## src/rtl/mult_div_if.sv

```systemverilog
// Start/operand/result bundle between the multicycle control FSM and mult_div_unit.
// When DIV_BY_ZERO_EXC_EN is defined, the bundle also carries the div0 flag.
interface mult_div_if #(
    parameter int WIDTH = 32
);
    // Handshake: mult_start/div_start are single-cycle requests and are sampled only while busy=0.
    // done pulses for exactly one cycle per accepted request. hi/lo are valid from that cycle on.
    logic             mult_start;
    logic             div_start;
    logic [WIDTH-1:0] op_a;
    logic [WIDTH-1:0] op_b;
    logic [WIDTH-1:0] hi;
    logic [WIDTH-1:0] lo;
    logic             done;
    logic             busy;
    logic [2:0]       dbg_state;
`ifdef DIV_BY_ZERO_EXC_EN
    logic             div0;

    modport master (output mult_start, div_start, op_a, op_b,
                    input  hi, lo, done, busy, dbg_state, div0);
    modport slave  (input  mult_start, div_start, op_a, op_b,
                    output hi, lo, done, busy, dbg_state, div0);
`else
    modport master (output mult_start, div_start, op_a, op_b,
                    input  hi, lo, done, busy, dbg_state);
    modport slave  (input  mult_start, div_start, op_a, op_b,
                    output hi, lo, done, busy, dbg_state);
`endif
endinterface

```

## src/rtl/mult_div_unit.sv

```systemverilog
// Iterative signed multiply (radix-2 shift-add) / restoring divide, one bit per cycle.
// Optional DIV_BY_ZERO_EXC_EN: a zero divisor short-circuits to DONE and raises div0.
module mult_div_unit #(
    parameter int WIDTH = 32,
    parameter int CNT_W = 6
) (
    input  logic        clk,
    input  logic        reset,
    mult_div_if.slave   bus
);
    typedef enum logic [2:0] {S_IDLE, S_MULT, S_DIV, S_FIX, S_DONE} state_t;

    state_t               state_q, state_d;
    logic [CNT_W-1:0]     cnt_q, cnt_d;
    logic [2*WIDTH-1:0]   acc_q, acc_d;
    logic [WIDTH-1:0]     mcand_q, mcand_d;
    logic [WIDTH-1:0]     a_q, a_d;
    logic [WIDTH-1:0]     hi_q, hi_d;
    logic [WIDTH-1:0]     lo_q, lo_d;
    logic                 neg_q, neg_d;
    logic                 rneg_q, rneg_d;
    logic                 is_div_q, is_div_d;
    logic                 dz_q, dz_d;

    logic [WIDTH:0]       mult_sum;
    logic [WIDTH:0]       rem_sh;
    logic [WIDTH:0]       rem_diff;
    logic [2*WIDTH-1:0]   prod;

    function automatic logic [WIDTH-1:0] abs_f(input logic [WIDTH-1:0] v);
        return v[WIDTH-1] ? -v : v;
    endfunction

    always_ff @(posedge clk or posedge reset) begin
        if (reset) begin
            state_q  <= S_IDLE;
            cnt_q    <= '0;
            acc_q    <= '0;
            mcand_q  <= '0;
            a_q      <= '0;
            hi_q     <= '0;
            lo_q     <= '0;
            neg_q    <= 1'b0;
            rneg_q   <= 1'b0;
            is_div_q <= 1'b0;
            dz_q     <= 1'b0;
        end else begin
            state_q  <= state_d;
            cnt_q    <= cnt_d;
            acc_q    <= acc_d;
            mcand_q  <= mcand_d;
            a_q      <= a_d;
            hi_q     <= hi_d;
            lo_q     <= lo_d;
            neg_q    <= neg_d;
            rneg_q   <= rneg_d;
            is_div_q <= is_div_d;
            dz_q     <= dz_d;
        end
    end

    always_comb begin
        state_d  = state_q;
        cnt_d    = cnt_q;
        acc_d    = acc_q;
        mcand_d  = mcand_q;
        a_d      = a_q;
        hi_d     = hi_q;
        lo_d     = lo_q;
        neg_d    = neg_q;
        rneg_d   = rneg_q;
        is_div_d = is_div_q;
        dz_d     = dz_q;

        // acc holds {partial product, remaining multiplier} or {remainder, quotient/dividend}.
        mult_sum = {1'b0, acc_q[2*WIDTH-1:WIDTH]} + (acc_q[0] ? {1'b0, mcand_q} : '0);
        rem_sh   = {acc_q[2*WIDTH-1:WIDTH], acc_q[WIDTH-1]};
        rem_diff = rem_sh - {1'b0, mcand_q};
        prod     = neg_q ? -acc_q : acc_q;

        unique case (state_q)
            S_IDLE: begin
                if (bus.mult_start) begin
                    acc_d    = {{WIDTH{1'b0}}, abs_f(bus.op_b)};
                    mcand_d  = abs_f(bus.op_a);
                    neg_d    = bus.op_a[WIDTH-1] ^ bus.op_b[WIDTH-1];
                    is_div_d = 1'b0;
                    dz_d     = 1'b0;
                    cnt_d    = CNT_W'(WIDTH);
                    state_d  = S_MULT;
                end else if (bus.div_start) begin
                    acc_d    = {{WIDTH{1'b0}}, abs_f(bus.op_a)};
                    mcand_d  = abs_f(bus.op_b);
                    neg_d    = bus.op_a[WIDTH-1] ^ bus.op_b[WIDTH-1];
                    rneg_d   = bus.op_a[WIDTH-1];
                    a_d      = bus.op_a;
                    is_div_d = 1'b1;
                    dz_d     = (bus.op_b == '0);
                    cnt_d    = CNT_W'(WIDTH);
`ifdef DIV_BY_ZERO_EXC_EN
                    state_d  = (bus.op_b == '0) ? S_DONE : S_DIV;
`else
                    state_d  = S_DIV;
`endif
                end
            end
            S_MULT: begin
                acc_d = {mult_sum, acc_q[WIDTH-1:1]};
                cnt_d = cnt_q - CNT_W'(1);
                if (cnt_q == CNT_W'(1)) state_d = S_FIX;
            end
            S_DIV: begin
                // Restoring step: keep the trial subtraction only when it did not borrow.
                if (!rem_diff[WIDTH]) acc_d = {rem_diff[WIDTH-1:0], acc_q[WIDTH-2:0], 1'b1};
                else                  acc_d = {rem_sh[WIDTH-1:0], acc_q[WIDTH-2:0], 1'b0};
                cnt_d = cnt_q - CNT_W'(1);
                if (cnt_q == CNT_W'(1)) state_d = S_FIX;
            end
            S_FIX: begin
                if (!is_div_q) begin
                    {hi_d, lo_d} = prod;
                end else if (dz_q) begin
                    hi_d = a_q;
                    lo_d = '1;
                end else begin
                    lo_d = neg_q  ? -acc_q[WIDTH-1:0]       : acc_q[WIDTH-1:0];
                    hi_d = rneg_q ? -acc_q[2*WIDTH-1:WIDTH] : acc_q[2*WIDTH-1:WIDTH];
                end
                state_d = S_DONE;
            end
            S_DONE:  state_d = S_IDLE;
            default: state_d = S_IDLE;
        endcase
    end

    assign bus.hi        = hi_q;
    assign bus.lo        = lo_q;
    assign bus.done      = (state_q == S_DONE);
    assign bus.busy      = (state_q != S_IDLE);
    assign bus.dbg_state = state_q;
`ifdef DIV_BY_ZERO_EXC_EN
    assign bus.div0      = (state_q == S_DONE) && is_div_q && dz_q;
`endif
endmodule
```

## src/flat_wrapper.sv

```systemverilog
// flat-port wrapper written by rule: the top's interface ports become plain ports
module mult_div_unit_flat 
#(
    parameter int WIDTH = 32,
    parameter int CNT_W = 6
)
  (clk, reset, bus_mult_start, bus_div_start, bus_op_a, bus_op_b, bus_hi, bus_lo, bus_done, bus_busy, bus_dbg_state);
  mult_div_if #(.WIDTH(WIDTH)) bus_i ();
  input  logic clk;
  input  logic reset;
  input wire logic [$bits(bus_i.mult_start)-1:0] bus_mult_start;
  input wire logic [$bits(bus_i.div_start)-1:0] bus_div_start;
  input wire logic [$bits(bus_i.op_a)-1:0] bus_op_a;
  input wire logic [$bits(bus_i.op_b)-1:0] bus_op_b;
  output wire logic [$bits(bus_i.hi)-1:0] bus_hi;
  output wire logic [$bits(bus_i.lo)-1:0] bus_lo;
  output wire logic [$bits(bus_i.done)-1:0] bus_done;
  output wire logic [$bits(bus_i.busy)-1:0] bus_busy;
  output wire logic [$bits(bus_i.dbg_state)-1:0] bus_dbg_state;
  assign bus_i.mult_start = bus_mult_start;
  assign bus_i.div_start = bus_div_start;
  assign bus_i.op_a = bus_op_a;
  assign bus_i.op_b = bus_op_b;
  assign bus_hi = bus_i.hi;
  assign bus_lo = bus_i.lo;
  assign bus_done = bus_i.done;
  assign bus_busy = bus_i.busy;
  assign bus_dbg_state = bus_i.dbg_state;
  mult_div_unit #(.WIDTH(WIDTH), .CNT_W(CNT_W)) u_core (.clk(clk), .reset(reset), .bus(bus_i));
endmodule
```

## config.mk

```make
export PLATFORM = sky130hd
export DESIGN_NAME = mult_div_unit_flat
export DESIGN_NICKNAME = d
export VERILOG_FILES = /design/src/rtl/mult_div_if.sv /design/src/rtl/mult_div_unit.sv /design/src/flat_wrapper.sv
export SDC_FILE = /design/constraint.sdc
export NUM_CORES = 1
export LEC_CHECK = 0
export CAP_MARGIN = 20
export CORE_ASPECT_RATIO = 0.8
export CORE_MARGIN = 5
export CORE_UTILIZATION = 37
export DETAILED_ROUTE_END_ITERATION = 6
export MAX_ROUTING_LAYER = met4
export PLACE_DENSITY = 0.57
export SYNTH_ARGS = -nofsm -noshare
export SYNTH_HDL_FRONTEND = slang
export SYNTH_SLANG_ARGS = --single-unit
```

## constraint.sdc

```tcl
create_clock -name clk -period 5.7 [get_ports clk]
set_clock_uncertainty 0.1 [all_clocks]
set_input_delay 0.57 -clock clk [delete_from_list [all_inputs] [get_ports clk]]
set_output_delay 0.57 -clock clk [all_outputs]
set_load 0.05 [all_outputs]
```

==> flow_metrics.py, run 1 <==
metrics = {
    "status": {
        "status": "finished clean",
    },
    "pwr": {
        "seqPwrFrac": 0.247,
        "swShare": 0.518,
        "leakagePower_nw": 7.72,
        "power_density_mw_per_mm2": 666,
        "p_int_mw": 6.05,
        "pwr-share-clk": 0.134,
        "peakVddDrop_v": 0.000907,
        "comb_power_share": 0.619,
        "switchingPower_mw": 6.50,
    },
    "yosys": {
        "synth-async-reset-ratio": 1.00,
        "ys_seq_area_frac": 0.316,
        "yosys_warnings": 0,
        "synthCells": 2008,
        "yosysTopAreaCell": "dfrtp_1",
        "ys_types": 76,
        "ys_seq_elements": 204,
        "synthFlopType": "dfrtp_1",
        "syn_area_per_cell_um2": 8.05,
        "synth_most_common_cell": "nand2_1",
        "synthTopCellsByCount": "nand2_1, o21ai_0, dfrtp_1, nor2_1, a21oi_1",
        "synth_top_area_frac": 0.316,
        "synth_edf_count": 0,
        "ys_top_cells_by_area": "dfrtp_1, o21ai_0, nand2_1",
        "synth_area_mm2": 0.0162,
        "syn_nets": 2148,
    },
    "timing": {
        "tightest_slew_ps": 1130,
        "slew-limit-headroom": 0.245,
        "fin_crit_ps": 4340,
        "layout_setup_ws_ps": 1360,
        "slew_viol_final": 0,
        "finalHoldViolCount": 0,
        "fmax_ghz": 0.230,
        "rsz0062_at_grt": "false",
        "finalSetupViolCount": 0,
        "finalSetupTns_ps": 0,
        "period_share": 0.762,
    },
    "layout": {
        "layout.nets": 2207,
        "antenna_cells": 0,
        "design_area_mm2": 0.0189,
        "fillers": 4295,
        "multi_input_area_mm2": 0.0104,
        "stdcell_count": 2645,
        "area_growth_pct": 16.6,
        "fin_util": 0.437,
        "layout-drive-gt1-share": 0.0671,
        "seq_area_mm2": 0.00511,
    },
    "detailed_routing": {
        "drt-total-wl_um": 60200,
        "vias_per_cell": 5.93,
        "drt-wirelength-per-cell_um": 22.8,
        "first_pass_iters": 5,
        "drtIter0Drc": 1686,
        "route.vias.total": 15677,
        "ant_nets": 0,
        "drc": 0,
    },
    "clock_tree": {
        "post-cts-setup-buffer-count": 0,
        "ctsResizeCount": 0,
        "cts.sinks": 204,
        "cts_hold_buf": 0,
        "clock_latency_ps": 560,
        "htree_num_levels": 1,
        "cts_tree": "yes",
        "numCtsBuffers": 24,
        "cts_root_buf": "clkbuf_16",
        "cts_buffer_depth": 3,
        "cts.clk_slew.worst_paths_ps": 60,
    },
    "global_route": {
        "grt_max_degree": 146,
        "grt_pass1_wl_um": 91700,
        "grt-busiest-layer": "met1",
        "antenna_found_initial": 2,
        "grt_pass1_vias": 14820,
        "grt_overflow_total": 0,
        "grt_use_met3": 0.0506,
        "globalRouteMet1Util": 0.371,
        "track_usage": 0.250,
        "use_met2": 0.351,
    },
    "floorplanning": {
        "fp-row-count": 68,
        "ios": 137,
        "dieArea_mm2": 0.0480,
        "initial_core_util": 0.375,
        "core-area_mm2": 0.0431,
        "fp.dieW_um": 244,
        "fp.dieH_um": 197,
    },
    "setup_path": {
        "cp_cell_sequence": "inv_1 > buf_4 > nor2_1 > ha_1 > o211ai_1 > a21oi_1 > nor4_1 > o31ai_1 > o21ai_1 > a211oi_1 > or4_1 > a21oi_1 > xnor2_1 > a221o_1",
        "crit_path_start_kind": "flip-flop",
        "cp-end-kind": "flip-flop",
        "cp_data_arrival_time_ps": 4670,
        "path_max_fanout": 32,
        "slowest_stage": "or4_1",
        "cpPeakStageDelay_ps": 540,
        "crit_top_cell": "a21oi_1",
        "worstSetupPathType": "reg2reg",
        "cp.required_ps": 6020,
    },
    "placement": {
        "place_ws_ps": 1310,
        "hpwl_um": 45700,
        "io_buffers": 136,
        "gp_congestion": 0.956,
        "dp_cells": 2599,
        "place_area_mm2": 0.0180,
    },
    "job": {
        "drv_cap": 0,
    },
    "worst_hold_path": {
        "hp-class": "in2reg",
    },
}
critical path, delay by kind of cell, from the launching register on:
| family | cells | cell delay, ps |
|---|---|---|
| flip-flops | 1 | 450 |
| buffers and inverters | 2 | 400 |
| AO/OA/AOI/OAI | 7 | 1640 |
| AND/OR/NAND/NOR | 3 | 1180 |
| adder cells (fa/ha/maj) | 1 | 350 |
| XOR/XNOR | 1 | 90 |
worst paths after layout:
path | cells after the start | end | from | slack (ps)
setup / recovery | 14 | u_core.acc_q[61] | u_core.acc_q[0] | 1360
min in group asynchronous | 2 | u_core.bus.hi[5] | reset | 320
max in group asynchronous | 3 | u_core.is_div_q | reset | 3930
hold / removal | 3 | u_core.bus.dbg_state[0] | bus_mult_start | 300
setup reg to reg | 14 | u_core.acc_q[61] | u_core.acc_q[0] | 1360
hold reg to reg | 2 | u_core.bus.hi[27] | u_core.bus.hi[27] | 380
layout make-up:
| type | count | area share |
|---|---|---|
| flip-flops and latches | 204 | 0.271 |
| inverters | 65 | 0.0131 |
| clock inverters | 8 | 0.00551 |
| repair buffers | 161 | 0.0843 |
| well taps | 560 | 0.0372 |
| multi-input cells | 1611 | 0.549 |
| clock buffers | 36 | 0.0401 |
through the flow:
step	hold WS (ps)	power, mW
2_1_floorplan	345	8.38
3_3_place_gp	360	10.7
3_5_place_dp	370	10.8
4_1_cts	289	12.5
5_1_grt	313	13.4
6_report	305	12.6
flip-flops by register name, summed over array words and instances (netlist names):
signal and count:
u_core.acc_q 64, u_core.is_div_q 1, u_core.neg_q 1, u_core.dz_q 1
u_core.cnt_q 6, u_core.bus.hi 32, u_core.bus.dbg_state 3, u_core.a_q 32
u_core.bus.lo 32, u_core.mcand_q 32
per-layer routing:
layer,share of wire,wire [um]
met3,0.087,5220
met4,0.022,1320
met2,0.41,24800
met1,0.48,28900
met5,0,0
cell families after synthesis:
group / share of synthesized area
simple gates: 0.181
compound gates: 0.244
flops: 0.316
xor+xnor: 0.106
buf+inv: 0.0464
mux: 0.0504
fa+ha+maj: 0.0566
power groups by stage:
| stage | clock network [mW] | registers (mW) | logic, mW |
|---|---|---|---|
| final | 1.68 | 3.10 | 7.78 |
| after detailed placement | 0 | 3.09 | 7.68 |
| after global placement | 0 | 3.08 | 7.65 |
| after CTS | 1.71 | 3.07 | 7.71 |
| after global routing | 1.77 | 3.17 | 8.50 |
| after floorplan | 0 | 3.34 | 5.04 |
cell usage in the layout (no fill, tap or decap), types with 27 or more instances in the layout:
cell	instances
a211oi_1	27
mux2_2	35
a21oi_1	141
xor2_1	92
ha_1	70
dfrtp_1	202
nor2_1	193
nand2_1	255
clkdlybuf4s50_1	135
xnor2_1	103
mux2i_1	42
a22oi_1	32
o21ai_0	212
o31ai_1	39
a221oi_1	27
inv_1	63
Note: power is estimated with default switching activity, not from simulation.
==> run 2, diff against run 1 <==
Clock period 5.7 ns to 3.8 ns, I/O delays scaled along.
==> run 2 against run 1 <==
  * Total power is 55% higher
  * Critical path depth is 3 higher
  * Clock-buffer cell count fell by 2
  * Hold slack got worse by 77 ps
  * Critical endpoint is now u_core.acc_q[63]
  * Largest cell class unchanged
  * Largest power group unchanged
==> flow_metrics.py, run 2 (same netlist as run 1, synthesis figures left out) <==
metrics = {
    "pwr": {
        "leakagePower_nw": 8.27,
        "seqPwrFrac": 0.225,
        "swShare": 0.510,
        "power_density_mw_per_mm2": 987,
        "pwr-share-clk": 0.127,
        "peakVddDrop_v": 0.00108,
        "comb_power_share": 0.648,
        "switchingPower_mw": 9.94,
        "p_int_mw": 9.53,
    },
    "global_route": {
        "grt_max_degree": 114,
        "track_usage": 0.257,
        "grt_pass1_wl_um": 94400,
        "grt_pass1_vias": 15432,
        "grt_overflow_total": 0,
        "antenna_found_initial": 2,
    },
    "setup_path": {
        "cp.required_ps": 4170,
        "worstSetupPathType": "reg2reg",
        "crit_path_start_kind": "flip-flop",
        "cp-end-kind": "flip-flop",
        "cp_data_arrival_time_ps": 4020,
        "r2r_slack_ps": 150,
        "path_max_fanout": 4,
    },
    "detailed_routing": {
        "vias_per_cell": 5.81,
        "drc": 0,
        "route.vias.total": 16001,
        "drtIter0Drc": 1890,
        "ant_nets": 0,
        "drt-wirelength-per-cell_um": 22.4,
        "drt-total-wl_um": 61700,
        "first_pass_iters": 6,
    },
    "clock_tree": {
        "cts.clk_slew.worst_paths_ps": 60,
        "cts_buffer_depth": 3,
        "clock_latency_ps": 550,
        "cts_tree": "yes",
        "htree_num_levels": 1,
        "cts_hold_buf": 0,
        "numCtsBuffers": 24,
        "post-cts-setup-buffer-count": 0,
        "cts_root_buf": "clkbuf_16",
        "cts.sinks": 204,
    },
    "layout": {
        "design_area_mm2": 0.0197,
        "layout_commonest_cell": "nand2_1",
        "multi_input_area_mm2": 0.0104,
        "regMostFlops": "u_core.acc_q",
        "largest_reg_flops": 64,
        "stdcell_count": 2756,
        "fillers": 4275,
        "layout-drive-gt1-share": 0.118,
        "layout.nets": 2318,
        "seq_area_mm2": 0.00511,
        "antenna_cells": 0,
        "final_cell_mix": "nand2_1, o21ai_0, dfrtp_1",
        "area_growth_pct": 22.0,
    },
    "timing": {
        "layout_setup_ws_ps": 148,
        "slew-limit-headroom": 0.415,
        "whs_ps": 228,
        "slew_viol_final": 0,
        "finalSetupTns_ps": 0,
        "fmax_ghz": 0.274,
        "finalSetupViolCount": 0,
        "tightest_slew_ps": 878,
        "fin_crit_ps": 3650,
        "rsz0062_at_grt": "true",
        "period_share": 0.961,
        "finalHoldViolCount": 0,
    },
    "floorplanning": {
        "initial_core_util": 0.375,
        "fp.dieW_um": 244,
        "dieArea_mm2": 0.0480,
        "core-area_mm2": 0.0431,
        "fp-row-count": 68,
        "ios": 137,
        "fp.dieH_um": 197,
    },
    "placement": {
        "place_ws_ps": -5.86,
        "gp_congestion": 1.01,
        "dp_cells": 2712,
        "io_buffers": 136,
        "place_area_mm2": 0.0188,
        "hpwl_um": 47800,
    },
    "worst_hold_path": {
        "hp-class": "in2reg",
    },
    "status": {
        "status": "finished clean",
    },
    "job": {
        "drv_cap": 0,
    },
}
## run 2: changes by cell type in the layout (fill, tap and decap cells not counted), moves of 2 or more
| cell | change |
|---|---|
| buf_12 | +2 |
| buf_4 | +109 |
| clkbuf_8 | -4 |
| clkinv_4 | +3 |
## run 2: metrics by stage
step                       util  total power, mW
after floorplan               -             12.6
after global placement    0.437             16.7
after detailed placement  0.437             16.8
after CTS                 0.456             19.4
after global routing      0.457             20.9
final                     0.457             19.5
## run 2: worst paths after layout
check	depth (start not counted)	end	start
max	17	u_core.acc_q[63]	u_core.acc_q[0]
max reg2reg	17	u_core.acc_q[63]	u_core.acc_q[0]
min	3	u_core.bus.dbg_state[0]	bus_mult_start
min in group asynchronous	3	u_core.bus.hi[11]	reset
min reg2reg	2	u_core.bus.hi[5]	u_core.bus.hi[5]
max in group asynchronous	3	u_core.cnt_q[4]	reset
## run 2: routing by layer
| layer | GRT usage | vias to the layer above | wire length, um |
|---|---|---|---|
| li1 | - | 7556 | - |
| met1 | 0.385 | 7724 | 29400 |
| met2 | 0.358 | 643 | 25400 |
| met3 | 0.0533 | 78 | 5530 |
| met4 | 0.0535 | 0 | 1420 |
| met5 | - | - | 0 |
## run 2: cell type report
class	instances	area share
well taps	560	0.0355
clock buffers	34	0.0370
repair buffers	272	0.123
clock inverters	10	0.00577
inverters	65	0.0126
flip-flops and latches	204	0.259
multi-input cells	1611	0.527
## run 2: worst max-delay path: stages, from the launching register on
cell and delay, ps:
dfrtp_1 370, and2_1 130, ha_1 160, inv_1 60, fa_1 390, nand2b_1 190, a21oi_1 220, nor4_1 80
buf_4 150, o31ai_2 330, buf_4 180, o21ai_2 90, a31oi_2 210, nor3_2 100, o41ai_2 340, buf_4 160
o211ai_1 130, nand4_1 190
## run 2: power groups by stage
stage	Sequential, mW	Clock [mW]	Combinational [mW]
6_report	4.37	2.48	12.6
5_1_grt	4.49	2.61	13.8
4_1_cts	4.36	2.54	12.5
3_5_place_dp	4.39	0	12.5
3_3_place_gp	4.37	0	12.3
2_1_floorplan	5.02	0	7.55
## run 2: what timing repair did
item | 4_1_cts | 5_1_grt
hold endpoints to repair | 0 | 0
resized for setup | 1 | 10
pin swaps | 0 | 1
endpoints found under the setup margin | 1 | 13
